<file path="src/rtl/riscv_pkg.sv">
// ----------------------------------------------------------------------------
// riscv_pkg
// Shared types and constants for the memory port arbiter slice.
//   arb_state_t : arbiter FSM state (idle / waiting for the memory response)
//   arb_owner_t : which requester owns the outstanding transaction
//   SIZE_*      : one-hot LSU access size encodings (byte / half / word)
// ----------------------------------------------------------------------------
package riscv_pkg;

    typedef enum logic {
        ARB_IDLE     = 1'b0,
        ARB_WAIT_RSP = 1'b1
    } arb_state_t;

    typedef enum logic {
        OWN_IF  = 1'b0,
        OWN_LSU = 1'b1
    } arb_owner_t;

    localparam logic [2:0] SIZE_B = 3'b001;
    localparam logic [2:0] SIZE_H = 3'b010;
    localparam logic [2:0] SIZE_W = 3'b100;

endpackage

</file>
<file path="src/rtl/mem_lane_align.sv">
// ----------------------------------------------------------------------------
// mem_lane_align
// Combinational store lane alignment: turns an LSU access size and byte
// offset into memory byte enables and replicates right-justified store data
// onto every lane so the enabled bytes carry the right value.
// Ports:
//   size          in   3         one-hot access size (SIZE_B/SIZE_H/SIZE_W)
//   offset        in   2         byte offset within the word (adr[1:0])
//   wdata         in   XLEN      right-justified store data
//   be            out  XLEN/8    byte enables
//   wdata_aligned out  XLEN      lane-replicated store data
// ----------------------------------------------------------------------------
module mem_lane_align
    import riscv_pkg::*;
#(
    parameter int XLEN = 32
) (
    input  logic [2:0]        size,
    input  logic [1:0]        offset,
    input  logic [XLEN-1:0]   wdata,
    output logic [XLEN/8-1:0] be,
    output logic [XLEN-1:0]   wdata_aligned
);

    localparam int BE_W = XLEN / 8;

    // Replication means the data is already on whichever lane the enables
    // select, so no data shifter is needed. Misaligned halves are trapped
    // upstream, so the shifted half mask never spills past the word.
    always_comb begin
        be            = '0;
        wdata_aligned = '0;
        case (size)
            SIZE_B: begin
                be            = BE_W'(1) << offset;
                wdata_aligned = {(XLEN/8){wdata[7:0]}};
            end
            SIZE_H: begin
                be            = BE_W'(3) << offset;
                wdata_aligned = {(XLEN/16){wdata[15:0]}};
            end
            SIZE_W: begin
                be            = '1;
                wdata_aligned = wdata;
            end
            default: begin
                be            = '0;
                wdata_aligned = '0;
            end
        endcase
    end

endmodule

</file>
<file path="src/rtl/mem_port_arbiter.sv">
// ----------------------------------------------------------------------------
// mem_port_arbiter
// Shares one memory port between instruction fetch (IF) and the load/store
// unit (LSU). One transaction is outstanding at a time. LSU has priority,
// but after STARVE_MAX back-to-back LSU grants with IF waiting, IF wins.
// Responses are routed back to the owner; a WAIT_RSP timeout produces an
// error response, and a flushed fetch response is silently dropped.
// Ports:
//   clk, reset_n                      clock, synchronous active-low reset
//   if_req_i/if_adr_i                 fetch read request
//   if_gnt_o/if_rvalid_o/if_rdata_o/if_err_o      fetch handshake/response
//   lsu_req_i/lsu_adr_i/lsu_we_i/lsu_wdata_i/lsu_size_i   LSU request
//   lsu_gnt_o/lsu_rvalid_o/lsu_rdata_o/lsu_err_o  LSU handshake/response
//   flush_i                           pipeline flush
//   mem_req_o/mem_adr_o/mem_we_o/mem_be_o/mem_wdata_o    memory request
//   mem_gnt_i/mem_rvalid_i/mem_rdata_i                    memory handshake
//   busy_o                            transaction outstanding
// ----------------------------------------------------------------------------
module mem_port_arbiter
    import riscv_pkg::*;
#(
    parameter int XLEN        = 32,
    parameter int STARVE_MAX  = 4,
    parameter int TIMEOUT_CYC = 255
) (
    input  logic              clk,
    input  logic              reset_n,
    input  logic              if_req_i,
    input  logic [XLEN-1:0]   if_adr_i,
    output logic              if_gnt_o,
    output logic              if_rvalid_o,
    output logic [XLEN-1:0]   if_rdata_o,
    output logic              if_err_o,
    input  logic              lsu_req_i,
    input  logic [XLEN-1:0]   lsu_adr_i,
    input  logic              lsu_we_i,
    input  logic [XLEN-1:0]   lsu_wdata_i,
    input  logic [2:0]        lsu_size_i,
    output logic              lsu_gnt_o,
    output logic              lsu_rvalid_o,
    output logic [XLEN-1:0]   lsu_rdata_o,
    output logic              lsu_err_o,
    input  logic              flush_i,
    output logic              mem_req_o,
    output logic [XLEN-1:0]   mem_adr_o,
    output logic              mem_we_o,
    output logic [XLEN/8-1:0] mem_be_o,
    output logic [XLEN-1:0]   mem_wdata_o,
    input  logic              mem_gnt_i,
    input  logic              mem_rvalid_i,
    input  logic [XLEN-1:0]   mem_rdata_i,
    output logic              busy_o
);

    localparam int STREAK_W = $clog2(STARVE_MAX + 1);
    localparam int TIMER_W  = $clog2(TIMEOUT_CYC + 1);

    arb_state_t            state;
    arb_owner_t            owner;
    logic [STREAK_W-1:0]   streak;
    logic [TIMER_W-1:0]    timer;
    logic                  drop;

    logic                  idle;
    logic                  if_cand;
    logic                  force_if;
    logic                  pick_lsu;
    logic                  pick_if;
    logic                  rsp_valid;
    logic                  timeout;
    logic                  rsp_done;
    logic                  if_deliver;
    logic                  lsu_deliver;
    logic [XLEN/8-1:0]     lsu_be;
    logic [XLEN-1:0]       lsu_wdata_al;
    logic                  unused_if_adr_lo;

    mem_lane_align #(.XLEN(XLEN)) u_lane_align (
        .size          (lsu_size_i),
        .offset        (lsu_adr_i[1:0]),
        .wdata         (lsu_wdata_i),
        .be            (lsu_be),
        .wdata_aligned (lsu_wdata_al)
    );

    // Fetch addresses are word aligned; their low bits carry no information.
    assign unused_if_adr_lo = ^if_adr_i[1:0];

    // Arbitration: a flushed fetch is not a candidate. LSU wins unless IF has
    // watched STARVE_MAX consecutive LSU grants and is still asking.
    assign idle     = (state == ARB_IDLE);
    assign if_cand  = if_req_i & ~flush_i;
    assign force_if = if_cand & (streak == STREAK_W'(STARVE_MAX));
    assign pick_lsu = lsu_req_i & ~force_if;
    assign pick_if  = if_cand & ~pick_lsu;

    assign if_gnt_o  = idle & pick_if & mem_gnt_i;
    assign lsu_gnt_o = idle & pick_lsu & mem_gnt_i;
    assign busy_o    = ~idle;

    // Memory request is only presented in IDLE and is driven from the winner.
    always_comb begin
        mem_req_o   = 1'b0;
        mem_adr_o   = '0;
        mem_we_o    = 1'b0;
        mem_be_o    = '0;
        mem_wdata_o = '0;
        if (idle && pick_lsu) begin
            mem_req_o   = 1'b1;
            mem_adr_o   = {lsu_adr_i[XLEN-1:2], 2'b00};
            mem_we_o    = lsu_we_i;
            mem_be_o    = lsu_be;
            mem_wdata_o = lsu_wdata_al;
        end else if (idle && pick_if) begin
            mem_req_o   = 1'b1;
            mem_adr_o   = {if_adr_i[XLEN-1:2], 2'b00};
            mem_be_o    = '1;
        end
    end

    // Completion: a real response beats a timeout landing in the same cycle.
    // A flush arriving in the response cycle itself also suppresses a fetch
    // response, hence flush_i is folded in alongside the registered drop.
    assign rsp_valid   = ~idle & mem_rvalid_i;
    assign timeout     = ~idle & ~mem_rvalid_i & (timer == TIMER_W'(TIMEOUT_CYC));
    assign rsp_done    = rsp_valid | timeout;
    assign if_deliver  = rsp_done & (owner == OWN_IF) & ~(drop | flush_i);
    assign lsu_deliver = rsp_done & (owner == OWN_LSU);

    assign if_rvalid_o  = if_deliver;
    assign if_err_o     = if_deliver & timeout;
    assign if_rdata_o   = (if_deliver & rsp_valid) ? mem_rdata_i : '0;
    assign lsu_rvalid_o = lsu_deliver;
    assign lsu_err_o    = lsu_deliver & timeout;
    assign lsu_rdata_o  = (lsu_deliver & rsp_valid) ? mem_rdata_i : '0;

    // Transaction FSM plus the starvation streak, response timer and the
    // fetch-drop flag. The streak only grows while IF is actually waiting.
    always_ff @(posedge clk) begin
        if (!reset_n) begin
            state  <= ARB_IDLE;
            owner  <= OWN_IF;
            streak <= '0;
            timer  <= '0;
            drop   <= 1'b0;
        end else begin
            unique case (state)
                ARB_IDLE: begin
                    if (lsu_gnt_o) begin
                        owner <= OWN_LSU;
                        timer <= '0;
                        state <= ARB_WAIT_RSP;
                        if (!if_req_i) begin
                            streak <= '0;
                        end else if (streak != STREAK_W'(STARVE_MAX)) begin
                            streak <= streak + 1'b1;
                        end
                    end else if (if_gnt_o) begin
                        owner  <= OWN_IF;
                        timer  <= '0;
                        state  <= ARB_WAIT_RSP;
                        streak <= '0;
                    end else if (!if_req_i) begin
                        streak <= '0;
                    end
                end
                ARB_WAIT_RSP: begin
                    timer <= timer + 1'b1;
                    if (owner == OWN_IF && flush_i) begin
                        drop <= 1'b1;
                    end
                    if (rsp_done) begin
                        state <= ARB_IDLE;
                        drop  <= 1'b0;
                    end
                end
            endcase
        end
    end

endmodule

</file>
<file path="config.mk">
export PLATFORM = sky130hd
export DESIGN_NAME = mem_port_arbiter
export DESIGN_NICKNAME = d
export VERILOG_FILES = /design/src/rtl/riscv_pkg.sv /design/src/rtl/mem_lane_align.sv /design/src/rtl/mem_port_arbiter.sv
export SDC_FILE = /design/constraint.sdc
export NUM_CORES = 1
export LEC_CHECK = 0
export CORE_AREA = 3 3 108 110
export CTS_BUF_LIST = sky130_fd_sc_hd__clkbuf_8 sky130_fd_sc_hd__clkbuf_16
export DETAILED_ROUTE_END_ITERATION = 7
export DIE_AREA = 0 0 111 113
export PLACE_DENSITY = 0.67
export SYNTH_ARGS = -nofsm -noshare
export SYNTH_HDL_FRONTEND = slang
export SYNTH_HIERARCHICAL = 1
export SYNTH_SLANG_ARGS = --single-unit
export TNS_END_PERCENT = 5
</file>
<file path="constraint.sdc">
create_clock -name clk -period 1.9 [get_ports clk]
set_input_delay 0.38 -clock clk [delete_from_list [all_inputs] [get_ports clk]]
set_output_delay 0.38 -clock clk [all_outputs]
set_load 0.005 [all_outputs]
</file>
== After elaboration in Yosys (flattened, before gate mapping) ==
Cells that the tools add are included.
Widths: inputs -> output; s select.
Storage, ports and cells
  flip-flop bits (word level): 14
  input bits: 139
  output and inout port bits: 141
Operators by class
  add/sub/neg operators: 2
  equal/unequal tests: 9
  shift operators: 2
  muxes and demuxes: 28
  bitwise gates (word level): 27
  reduce and logical (&&, ||, !) cells: 8
Operators with widths (number)
  $mux 32: 5
  $pmux 32 s3: 1
  $and 1x1->1: 18
  $mux 8: 2
  $pmux 8 s2: 1
  $mux 3: 5
  $pmux 4 s3: 1
  $mux 1: 10
  $add 8x1->8 const B: 1
  $eq 8x8->1 const B: 1
  $mux 4: 2
  $not 1->1: 7
  $eq 3x3->1 const B: 2
  $ne 3x3->1 const B: 2
  $reduce_and 2->1: 2
  $reduce_bool 2->1: 2
  $shl 1x2->4 const A: 1
  $shl 2x2->4 const A: 1
  $add 3x1->3 const B: 1
  $eq 3x1->1 const B: 1
  $eq 3x2->1 const B: 1
  $logic_and 1x1->1: 3
  $ne 3x1->1 const B: 1
  $ne 3x2->1 const B: 1
  other kinds (3): 4

== Depth between registers and ports, before layout ==
  depth in word-level cells: 12
  mapped depth: 8
  mapped depth without buffers: 6

== By module ==
The synthesis kept the hierarchy.
By module, submodules not included
  mem_port_arbiter: times used 1, cells an instance 253, area each 1854.3 um^2, sequential area each 280.3 um^2
  mem_lane_align: times used 1, cells an instance 85, area each 529.3 um^2, sequential area each 0.0 um^2

== Worst setup path after synthesis ==
Ideal clock, no wire load.
  kind: register to output
  from: register streak[0]
  to: output if_gnt_o
  data arrival time: 1.469 ns
  required time: 1.520 ns
  path slack: 0.051 ns
  cell stages (with the launch flop): 7
  path through: dfxtp_1 > inv_1 > ha_1 > nand2_2 > a2111oi_4 > buf_6 > and2_1
Between the ends
  cells in the longest elaborated chain, start to end: 8
Ends and longest elaborated chain
  start, declared: RTL line mem_port_arbiter.sv:60  | logic [STREAK_W-1:0] streak;
  start signal, assigned: RTL line mem_port_arbiter.sv:156  | streak <= streak + 1'b1;
  $eq 3x3->1: RTL line mem_port_arbiter.sv:93  | assign force_if = if_cand & (streak == STREAK_W'(STARVE_MAX));
  $and 1x1->1: RTL line mem_port_arbiter.sv:93
  $not 1->1: RTL line mem_port_arbiter.sv:94  | assign pick_lsu = lsu_req_i & ~force_if;
  $and 1x1->1: RTL line mem_port_arbiter.sv:94
  $not 1->1: RTL line mem_port_arbiter.sv:95  | assign pick_if = if_cand & ~pick_lsu;
  $and 1x1->1: RTL line mem_port_arbiter.sv:95
  $and 1x1->1 (2 in series): RTL line mem_port_arbiter.sv:97  | assign if_gnt_o = idle & pick_if & mem_gnt_i;
  end, declared: RTL line mem_port_arbiter.sv:30  | output logic if_gnt_o,
Every way passes these cells.

== Worst setup path in the final report ==
  from: register streak[1]
  to: output mem_wdata_o[18]
Between the ends
  cells in the longest elaborated chain, start to end: 6
Ends and longest elaborated chain
  $eq 3x3->1: RTL line mem_port_arbiter.sv:93
  $and 1x1->1: RTL line mem_port_arbiter.sv:93
  $not 1->1: RTL line mem_port_arbiter.sv:94
  $and 1x1->1: RTL line mem_port_arbiter.sv:94
  $logic_and 1x1->1: RTL line mem_port_arbiter.sv:108  | if (idle && pick_lsu) begin
  $mux 32: RTL line mem_port_arbiter.sv:108
  end, declared: RTL line mem_port_arbiter.sv:48  | output logic [XLEN-1:0] mem_wdata_o,
Every way passes these cells.

==> flow_metrics.py <==
metrics = {
    "die": {
        "die_w_um": 111,
        "ios": 280,
        "coreArea_mm2": 0.0108,
        "num_rows": 38,
        "die_h_um": 113,
        "initial_utilization_pct": 22.1,
        "dieArea_mm2": 0.0125,
    },
    "detailed_routing": {
        "wl_per_cell_um": 17.8,
        "routedLengthMet1_mm": 5.67,
        "drtIter0Drc": 185,
        "via_per_inst": 4.81,
        "wl_met2_mm": 6.84,
        "firstDrtPassIters": 5,
        "drcViolationCount": 0,
        "via_count": 3844,
        "drt-total-wl_mm": 14.2,
        "top_layer_used": "met5",
        "dr_wl_met3_mm": 1.35,
        "drtAntennaViolNets": 0,
    },
    "layout": {
        "num-nets-final": 801,
        "nFillCells": 1023,
        "stdcell_count": 800,
        "drive_above_1_share_pct": 32.2,
        "area_growth_pct": 141,
        "utilization_pct": 53.3,
    },
    "timing": {
        "fin_crit_ns": 2.28,
        "final-setup-viol-count": 101,
        "fmaxAchievable_mhz": 439,
        "rsz0062_at_grt": "yes",
        "finalCritPeriodShare_pct": 120,
        "hold_viol_final": 0,
        "fin_skew_ns": 0.000824,
        "worst_slack_ns": -0.376,
        "maxSlewViolCount": 0,
    },
    "global_routing": {
        "antenna_found_initial": 5,
        "grt_max_degree": 42,
        "grt_first_pass_wirelength_mm": 20.9,
        "grt_use_total_pct": 20.3,
        "grt.overflow.total": 0,
        "grt_pass1_vias": 3883,
    },
    "placed_design": {
        "port_buffers": 275,
        "dp.cells": 767,
        "gp_congestion": 0.849,
        "dpl.hpwl_mm": 10.9,
    },
    "cts": {
        "clock_sinks": 14,
        "clk_latency_ns": 0.24,
        "cts_tree": "yes",
        "cts-htree-levels": 1,
        "ctsRootBufferMaster": "clkbuf_8",
        "cts_buffers": 3,
        "clock_path_buffers": 2,
        "clk_pin_slew_ns": 0.06,
    },
    "synthesis": {
        "synth_compound_area_share_pct": 32.9,
        "async_flop_share_pct": 0,
        "yosysWarningCount": 6,
        "synth_ff_type": "dfxtp_1",
        "ys_ff_latch": 14,
        "synthMuxAreaShare_pct": 0.420,
        "synth_edf_count": 0,
        "ys_types": 50,
        "synth_xor_area_share_pct": 1.47,
        "synth_top_area_cell": "and2_1",
        "synth_top_family_by_area": "simple AND/OR/NAND/NOR gates",
        "synth_adder_area_share_pct": 1.57,
        "ys_seq_area_share_pct": 11.8,
        "synthSimpleGateAreaFrac_pct": 42.8,
        "synth_top_area_share_pct": 28.1,
        "synth_area_leaders": "and2_1 (28%), a22o_1 (14%), dfxtp_1 (12%)",
        "syn_area_mm2": 0.00238,
        "netlist_instances": 338,
        "syn_area_per_cell_um2": 7.05,
    },
    "setup_path": {
        "path_class": "register to primary output",
        "critPathSlowestCell": "dfxtp_2",
        "r2r_start": "streak[1]",
        "r2r_setup_slack_ns": 0.36,
        "cp_max_fo": 41,
        "reg2reg_to": "owner",
        "worst_path_largest_cell_delay_ns": 0.32,
        "cp.required_ns": 1.52,
        "endpoint_kind": "primary output",
        "worst_ep_arrival_time_ns": 1.90,
        "path_cells": "inv_2, ha_4, nand2_4, buf_6, o31a_4, buf_12, and2_1, dlygate4sd2_1",
        "setup.worst_path.start_class": "register",
        "reg2regPathDepth": 8,
    },
    "pwr": {
        "cellPowerDensity_mw_per_mm2": 268,
        "leakagePower_nw": 3.03,
        "vdd_drop_max_mv": 0.180,
    },
    "status": {
        "status": "finished with violations",
        "violations": "negative setup slack",
    },
    "min_path": {
        "hp-class": "register to register",
        "hold_start": "timer[7]",
        "holdPathEnd": "timer[7]",
        "whs_path_depth": 1,
    },
    "job": {
        "cap_viol_max_count": 0,
    },
}
## how the worst max path moves through the flow
| stage | startpoint | endpoint | slack (ns) |
|---|---|---|---|
| 3_5_place_dp | lsu_size_i[2] | mem_be_o[1] | -0.82 |
| 4_1_cts | streak[1] | mem_adr_o[17] | -0.49 |
| 2_1_floorplan | streak[0] | if_gnt_o | 0.05 |
| 5_1_grt | streak[1] | mem_adr_o[16] | -0.44 |
| 3_3_place_gp | lsu_size_i[2] | mem_be_o[3] | -0.76 |
| 6_report | streak[1] | mem_wdata_o[18] | -0.38 |
## cells by family after synthesis
kind of cell    after synthesis
flops                        14
buf+inv                      37
mux                           1
fa+ha+maj                     3
simple gates                173
other cells                   1
xor+xnor                      4
compound gates              105
## cell usage in the layout, fill, tap and decap left out, drive strengths merged, types with 3 or more instances in the layout
master	Yosys	final
buf	14	134
clkdlybuf4s50	0	130
and2	107	107
a22o	38	38
dlymetal6s2s	0	27
clkdlybuf4s15	0	24
o21ai	22	22
nand2	19	19
clkbuf	15	19
a22oi	17	17
dlygate4sd2	0	14
dfxtp	14	14
nor2	11	11
a21oi	9	9
inv	7	7
nand3	6	6
nor2b	5	5
and3	5	5
o21a	4	4
nor3	4	4
nand2b	4	4
nand4	3	3
xnor2	3	3
ha	3	3
## stage by stage
| stage | setup WS [ns] | hold WS (ns) | TNS, ns | instance area, um^2 | power (mW) |
|---|---|---|---|---|---|
| floorplan | 0.0513 | 0.436 | 0 | 2390 | 0.612 |
| global placement | -0.764 | 0.451 | -86.18 | 5500 | 1.25 |
| detailed placement | -0.822 | 0.485 | -88.91 | 5500 | 1.26 |
| CTS | -0.492 | 0.494 | -40.20 | 5700 | 1.54 |
| global route | -0.438 | 0.515 | -32.02 | 5750 | 1.64 |
| finish | -0.376 | 0.483 | -25.49 | 5760 | 1.55 |
## state kept, by name, indices dropped and copies added, names as in the netlist
| signal | cells |
|---|---|
| drop | 1 |
| timer | 8 |
| owner | 1 |
| busy_o | 1 |
| streak | 3 |
## where the power goes
group / total (mW) / switching (mW) / internal (mW)
sequential: 0.307 / 0.00605 / 0.301
clock: 0.295 / 0.112 / 0.184
combinational: 0.943 / 0.363 / 0.580
total: 1.55 / 0.480 / 1.06
## layer usage
layer  GRT usage, %  vias up
li1               -     1849
met1           23.8     1733
met2           36.0      228
met3           6.36       28
met4           4.76        6
met5              0        -
## synthesized netlist by cell type, drive strengths merged, types with 4 or more instances
cell,n
dfxtp,14
nand2,19
and2,107
inv,7
o21ai,22
a21oi,9
clkbuf,15
and3,5
nor3,4
buf,14
nand3,6
nand2b,4
nor2b,5
nor2,11
o21a,4
a22oi,17
a22o,38
## repair_timing
item / CTS / global route
setup endpoints to repair: 138 / 137
resized for setup: 360 / 121
pin swaps: 12 / 22
buffers inserted: 17 / 5
gates cloned: 4 / 4
hold buffers: 0 / 0
## critical path: cells and delay by family (launching register included)
| family | cells | cell delay [ns] |
|---|---|---|
| fa+ha+maj | 1 | 0.14 |
| compound gates | 1 | 0.30 |
| simple gates | 2 | 0.24 |
| flops | 1 | 0.32 |
| buf+inv | 4 | 0.63 |
## cell type report
cell class	count	area, um^2	share of cell area, %
antenna	2	5.00	0.0870
timing repair buffer	344	3180	55.2
inverter	8	30.0	0.522
multi-input combinational	288	2020	35.2
tap	140	175	3.04
sequential	14	288	5.00
clock buffer	4	55.1	0.957
No activity file was read; power rests on OpenSTA's default activity.
